$ cat src/rtl/package_settings.sv
// Project-wide data-path widths shared by the filter chain.
package package_settings;

  localparam int SIZE_FILTER_DATA = 16;

endpackage

$ cat src/rtl/pd_parameter.sv
// Shared types and default timing values for the pulse peak detectors.
package pd_parameter;

  localparam int unsigned HOLDOFF_DEFAULT   = 16;
  localparam int unsigned MAX_WIDTH_DEFAULT = 256;

  typedef enum logic [1:0] {
    StIdle,
    StRise,
    StHoldoff
  } peak_state_t;

endpackage

$ cat src/rtl/filter_peak_detector_out_buffer.sv
// Single-entry valid/ready record register; records arriving while it is full and
// not being drained are dropped and counted in a saturating counter.
module peak_out_buffer #(
  parameter int unsigned DATA_WIDTH = 16,
  parameter int unsigned TS_WIDTH   = 32,
  parameter int unsigned LOST_WIDTH = 16
) (
  input  logic                  clk_i,
  input  logic                  rst_i,
  input  logic                  push_i,
  input  logic [DATA_WIDTH-1:0] amp_i,
  input  logic [TS_WIDTH-1:0]   time_i,
  input  logic                  pileup_i,
  input  logic                  ready_i,
  output logic                  valid_o,
  output logic [DATA_WIDTH-1:0] amp_o,
  output logic [TS_WIDTH-1:0]   time_o,
  output logic                  pileup_o,
  output logic [LOST_WIDTH-1:0] lost_count_o
);

  logic                  valid_q, valid_d;
  logic [DATA_WIDTH-1:0] amp_q, amp_d;
  logic [TS_WIDTH-1:0]   time_q, time_d;
  logic                  pileup_q, pileup_d;
  logic [LOST_WIDTH-1:0] lost_q, lost_d;

  always_comb begin
    valid_d  = valid_q;
    amp_d    = amp_q;
    time_d   = time_q;
    pileup_d = pileup_q;
    lost_d   = lost_q;
    if (push_i) begin
      // A record being drained this cycle frees the slot for the new one.
      if (!valid_q || ready_i) begin
        valid_d  = 1'b1;
        amp_d    = amp_i;
        time_d   = time_i;
        pileup_d = pileup_i;
      end else if (lost_q != '1) begin
        lost_d = lost_q + 1'b1;
      end
    end else if (valid_q && ready_i) begin
      valid_d = 1'b0;
    end
  end

  always_ff @(posedge clk_i) begin
    if (rst_i) begin
      valid_q  <= 1'b0;
      amp_q    <= '0;
      time_q   <= '0;
      pileup_q <= 1'b0;
      lost_q   <= '0;
    end else begin
      valid_q  <= valid_d;
      amp_q    <= amp_d;
      time_q   <= time_d;
      pileup_q <= pileup_d;
      lost_q   <= lost_d;
    end
  end

  assign valid_o      = valid_q;
  assign amp_o        = amp_q;
  assign time_o       = time_q;
  assign pileup_o     = pileup_q;
  assign lost_count_o = lost_q;

endmodule

$ cat src/rtl/filter_peak_detector.sv
// Threshold-crossing pulse detector: tracks each pulse maximum and its timestamp and
// emits one record per pulse through a single-entry output buffer.
module filter_peak_detector
  import package_settings::*;
  import pd_parameter::*;
#(
  parameter int unsigned TS_WIDTH   = 32,
  parameter int unsigned HOLDOFF    = HOLDOFF_DEFAULT,
  parameter int unsigned MAX_WIDTH  = MAX_WIDTH_DEFAULT,
  parameter int unsigned LOST_WIDTH = 16
) (
  input  logic                        clk,
  input  logic                        reset,
  input  logic [SIZE_FILTER_DATA-1:0] filter_data,
  input  logic [SIZE_FILTER_DATA-1:0] threshold,
  output logic [SIZE_FILTER_DATA-1:0] peak_amplitude,
  output logic [TS_WIDTH-1:0]         peak_time,
  output logic                        peak_pileup,
  output logic                        peak_valid,
  input  logic                        peak_ready,
  output logic [LOST_WIDTH-1:0]       lost_count,
  output logic                        busy
);

  localparam int unsigned WcW = $clog2(MAX_WIDTH) + 1;
  localparam int unsigned HcW = $clog2(HOLDOFF + 1) + 1;
  localparam logic [WcW-1:0] WcLast = WcW'(MAX_WIDTH - 1);
  localparam logic [HcW-1:0] HcLast = HcW'((HOLDOFF == 0) ? 0 : HOLDOFF - 1);
  localparam peak_state_t StAfterEmit = (HOLDOFF == 0) ? StIdle : StHoldoff;

  peak_state_t                   state_q, state_d;
  logic [TS_WIDTH-1:0]           ts_q;
  logic signed [SIZE_FILTER_DATA-1:0] thr_q, thr_d;
  logic signed [SIZE_FILTER_DATA-1:0] max_q, max_d;
  logic [TS_WIDTH-1:0]           tmax_q, tmax_d;
  logic [WcW-1:0]                wcnt_q, wcnt_d;
  logic [HcW-1:0]                hcnt_q, hcnt_d;
  logic                          armed_q, armed_d;
  logic signed [SIZE_FILTER_DATA-1:0] sample;

  logic                          emit;
  logic                          emit_pileup;
  logic [SIZE_FILTER_DATA-1:0]   emit_amp;
  logic [TS_WIDTH-1:0]           emit_time;

  assign sample = filter_data;

  always_comb begin
    state_d     = state_q;
    thr_d       = thr_q;
    max_d       = max_q;
    tmax_d      = tmax_q;
    wcnt_d      = wcnt_q;
    hcnt_d      = hcnt_q;
    armed_d     = armed_q;
    emit        = 1'b0;
    emit_pileup = 1'b0;
    emit_amp    = max_q;
    emit_time   = tmax_q;
    unique case (state_q)
      StIdle: begin
        thr_d = threshold;
        // After a timeout the input must drop to threshold before a new pulse can start.
        if (sample <= thr_q) begin
          armed_d = 1'b1;
        end else if (armed_q) begin
          state_d = StRise;
          max_d   = sample;
          tmax_d  = ts_q;
          wcnt_d  = WcW'(1);
        end
      end
      StRise: begin
        if (sample <= thr_q) begin
          emit    = 1'b1;
          state_d = StAfterEmit;
          hcnt_d  = '0;
        end else begin
          if (sample > max_q) begin
            max_d  = sample;
            tmax_d = ts_q;
          end
          if (wcnt_q == WcLast) begin
            emit        = 1'b1;
            emit_pileup = 1'b1;
            emit_amp    = (sample > max_q) ? sample : max_q;
            emit_time   = (sample > max_q) ? ts_q : tmax_q;
            armed_d     = 1'b0;
            state_d     = StAfterEmit;
            hcnt_d      = '0;
          end else begin
            wcnt_d = wcnt_q + 1'b1;
          end
        end
      end
      StHoldoff: begin
        if (hcnt_q == HcLast) begin
          state_d = StIdle;
        end else begin
          hcnt_d = hcnt_q + 1'b1;
        end
      end
      default: state_d = StIdle;
    endcase
  end

  always_ff @(posedge clk) begin
    if (reset) begin
      state_q <= StIdle;
      ts_q    <= '0;
      thr_q   <= '0;
      max_q   <= '0;
      tmax_q  <= '0;
      wcnt_q  <= '0;
      hcnt_q  <= '0;
      armed_q <= 1'b1;
    end else begin
      state_q <= state_d;
      ts_q    <= ts_q + 1'b1;
      thr_q   <= thr_d;
      max_q   <= max_d;
      tmax_q  <= tmax_d;
      wcnt_q  <= wcnt_d;
      hcnt_q  <= hcnt_d;
      armed_q <= armed_d;
    end
  end

  assign busy = (state_q != StIdle);

  peak_out_buffer #(
    .DATA_WIDTH(SIZE_FILTER_DATA),
    .TS_WIDTH  (TS_WIDTH),
    .LOST_WIDTH(LOST_WIDTH)
  ) u_out_buffer (
    .clk_i       (clk),
    .rst_i       (reset),
    .push_i      (emit),
    .amp_i       (emit_amp),
    .time_i      (emit_time),
    .pileup_i    (emit_pileup),
    .ready_i     (peak_ready),
    .valid_o     (peak_valid),
    .amp_o       (peak_amplitude),
    .time_o      (peak_time),
    .pileup_o    (peak_pileup),
    .lost_count_o(lost_count)
  );

endmodule

$ cat config.mk
export PLATFORM = sky130hd
export DESIGN_NAME = filter_peak_detector
export DESIGN_NICKNAME = d
export VERILOG_FILES = /design/src/rtl/package_settings.sv /design/src/rtl/pd_parameter.sv /design/src/rtl/filter_peak_detector_out_buffer.sv /design/src/rtl/filter_peak_detector.sv
export SDC_FILE = /design/constraint.sdc
export NUM_CORES = 1
export LEC_CHECK = 0
export ABC_AREA = 0
export CORE_ASPECT_RATIO = 1.75
export CORE_MARGIN = 1.5
export CORE_UTILIZATION = 32
export CTS_BUF_LIST = sky130_fd_sc_hd__clkbuf_4 sky130_fd_sc_hd__clkbuf_8 sky130_fd_sc_hd__clkbuf_16
export DETAILED_ROUTE_END_ITERATION = 6
export PLACE_DENSITY_LB_ADDON = 0.3
export SLEW_MARGIN = 20
export SYNTH_ARGS = -nofsm -noshare
export SYNTH_HDL_FRONTEND = slang
export SYNTH_SLANG_ARGS = --single-unit
$ cat constraint.sdc
create_clock -name clk -period 6.4 [get_ports clk]
set_input_delay 1.28 -clock clk [delete_from_list [all_inputs] [get_ports clk]]
set_output_delay 1.28 -clock clk [all_outputs]
set_load 0.05 [all_outputs]
==> results.json <==
{
  "status": "complete, no violations",
  "routed_wl_um": 20450,
  "pre_cts_ws_ns": 1.438,
  "placed_cells": 1360,
  "worstMarginPinSlew_ns": 1.019,
  "cts.repair_timing.setup_buffer_count": 0,
  "arrival_ns": 4.90,
  "cts_tree": "built",
  "die_w_um": 127.4,
  "clk_latency_ns": 0.45,
  "fp.dieH_um": 220.8,
  "ios": 102,
  "synthCells": 985,
  "setup_slack_ns": 1.874,
  "rsz0062_at_grt": "no",
  "clock_sinks": 180,
  "fin_crit_ns": 4.526,
  "cts_resized": 0,
  "worstHoldPathType": "register to register",
  "postLayoutCellArea_sq_um": 10540,
  "hpwlAfterDp_um": 14120,
  "cp_max_fo": 21,
  "ir_worst_vdd_mv": 0.1726,
  "grt_max_degree": 105,
  "viasPerCell": 4.989,
  "crit_type": "input port to register",
  "ys.flop_type": "dfxtp_1",
  "rows": 79,
  "postSynthAreaPerCell_sq_um": 8.804,
  "ys_seq_elements": 180,
  "drtIter0Drc": 314,
  "syn_area_sq_um": 8672,
  "required_ns": 6.78,
  "fin_setup_tns_ns": 0,
  "area_growth_syn_to_layout_pct": 21.51,
  "hold_violations": 0,
  "synth_edf_count": 0,
  "clockBufferDepth": 2,
  "final_cells": 1392,
  "first_pass_iters": 4,
  "fmax_mhz": 221.0,
  "setup_viol": 0,
  "core-area_sq_um": 26590,
  "grt_usage_pct": 15.11,
  "htree_levels": 4,
  "antenna_found_initial": 0,
  "p_leak_nw": 3.923,
  "syn_nets": 1057,
  "yosysSeqAreaShare_pct": 41.55,
  "grt_pass1_vias": 6668,
  "endpoint_kind": "register",
  "die-area_sq_um": 28140,
  "async_reset_ff_share_pct": 0,
  "numCtsBuffers": 17,
  "routedWlPerCell_um": 14.69,
  "fin_nets": 1127,
  "power_density_nw_per_um2": 311.9,
  "grt_pass1_wl_um": 33560,
  "io_buffers": 101,
  "start_kind": "input port",
  "drc": 0,
  "maxCapViolCount": 0,
  "n_antenna_cell": 0,
  "drive_above_1_share_pct": 5.337,
  "ctsHoldBuffers": 0,
  "place_area_sq_um": 9946,
  "vias": 6945,
  "whs_ns": 0.4567,
  "initial_core_util_pct": 32.61,
  "relSlewSlack_pct": 32.06,
  "ys_types": 49,
  "root_buffer": "clkbuf_16",
  "skew_ns": 0.008681,
  "gr-total-overflow": 0,
  "period_share_pct": 70.72,
  "drv_slew": 0,
  "gp_congestion": 0.8158,
  "yosysWarnings": 0,
  "ant_nets": 0,
  "clk_pin_slew_ns": 0.07
}
-- registers in the layout, indices dropped and copies added, names as in the netlist --
register,flops
u_out_buffer.time_o,32
tmax_q,32
u_out_buffer.amp_o,16
max_q,16
u_out_buffer.valid_o,1
hcnt_q,6
armed_q,1
wcnt_q,9
ts_q,32
state_q,2
u_out_buffer.lost_count_o,16
u_out_buffer.pileup_o,1
thr_q,16
-- critical path, cell delays in order --
cell             delay, ns
clkdlybuf4s50_1       0.51
ha_1                  0.43
nand4_1               0.21
nor4_1                0.62
a311oi_1              0.15
nand3b_1              0.70
buf_4                 0.39
or4_1                 0.46
a21oi_1               0.14
-- placed cells by master, fill, tap and decap left out, types with 5 or more instances in the layout --
cell type	count
xor2_1	21
o21ai_1	7
nor2b_1	13
o31ai_1	10
nand2b_1	47
nor2_1	103
o21ai_0	35
clkdlybuf4s50_1	100
mux2i_1	71
xnor2_1	11
a21oi_1	80
or3_1	13
a21o_1	5
buf_4	9
nand3_1	21
dfxtp_1	180
and4_1	7
and3_1	10
clkbuf_16	17
nand4_1	16
clkbuf_4	5
inv_1	43
or3b_1	25
or4_1	9
nand2_1	69
ha_1	37
a211oi_1	52
-- path summary, 6_finish.rpt --
| path | from | end | slack (ns) | depth (start not counted) |
|---|---|---|---|---|
| setup / recovery | filter_data[15] | u_out_buffer.lost_count_o[10]$_SDFFE_PP0P_ | 1.87 | 9 |
| hold / removal | thr_q[4]$_SDFFE_PP0P_ | thr_q[4]$_SDFFE_PP0P_ | 0.46 | 2 |
| setup reg to reg | thr_q[15]$_SDFFE_PP0P_ | u_out_buffer.lost_count_o[10]$_SDFFE_PP0P_ | 2.90 | 9 |
| hold reg to reg | thr_q[4]$_SDFFE_PP0P_ | thr_q[4]$_SDFFE_PP0P_ | 0.46 | 2 |
-- area by class of cell --
cell class,instances,area [sq um]
flip-flops and latches,180,3603
repair buffers,111,1116
clock inverters,8,101.3
multi-input cells,701,4656
fillers,2651,16050
clock buffers,24,490.5
well taps,324,405.4
inverters,44,165.2
-- power breakdown --
| part | internal (mW) | total (mW) | switching [mW] |
|---|---|---|---|
| combinational | 0.327 | 0.931 | 0.603 |
| sequential | 1.23 | 1.29 | 0.0691 |
| clock | 0.616 | 1.06 | 0.445 |
-- metal layers --
layer,global-route usage [%],part of all wire [%],vias up
met5,0,0,-
met4,6.780,2.2,0
met3,3.119,2.9,24
met2,27.96,53,79
met1,16.41,42,3242
li1,-,-,3600
-- kinds of logic after synthesis --
| group | Yosys count | synth area share, % |
|---|---|---|
| AO/OA/AOI/OAI | 203 | 14.46 |
| XOR/XNOR | 32 | 3.232 |
| adder cells (fa/ha/maj) | 37 | 5.338 |
| buffers and inverters | 104 | 5.266 |
| flip-flops | 180 | 41.55 |
| multiplexers | 75 | 8.714 |
| AND/OR/NAND/NOR | 354 | 21.44 |
-- stage by stage --
| step | util, % | power [mW] |
|---|---|---|
| 2_1_floorplan | - | 1.970 |
| 3_3_place_gp | 37.30 | 2.236 |
| 3_5_place_dp | 37.41 | 2.261 |
| 4_1_cts | 39.63 | 3.341 |
| 5_1_grt | 39.63 | 3.475 |
| 6_report | 39.63 | 3.286 |
-- Yosys cell counts, types with 4 or more instances --
master | number | area (sq um)
nand4_1 | 16 | 100.1
xnor2_1 | 11 | 96.34
nor2b_1 | 13 | 81.33
or4_1 | 9 | 67.56
a21o_1 | 5 | 37.54
inv_1 | 43 | 161.4
clkbuf_1 | 45 | 168.9
nand2b_1 | 47 | 294.0
o31ai_1 | 10 | 75.07
and3_1 | 10 | 62.56
o21ai_1 | 7 | 35.03
buf_4 | 4 | 30.03
buf_2 | 5 | 25.02
a21oi_1 | 80 | 400.4
xor2_1 | 21 | 183.9
and4_1 | 7 | 61.31
nor3_1 | 4 | 20.02
mux2_2 | 4 | 45.04
o21ai_0 | 36 | 180.2
nor2_1 | 104 | 390.4
or3_1 | 13 | 81.33
nand3_1 | 21 | 105.1
buf_6 | 6 | 67.56
mux2i_1 | 71 | 710.7
nand2_1 | 69 | 259.0
ha_1 | 37 | 462.9
or3b_1 | 25 | 219.0
dfxtp_1 | 180 | 3603
a211oi_1 | 52 | 390.4
Power figures use the tool's default switching activity.
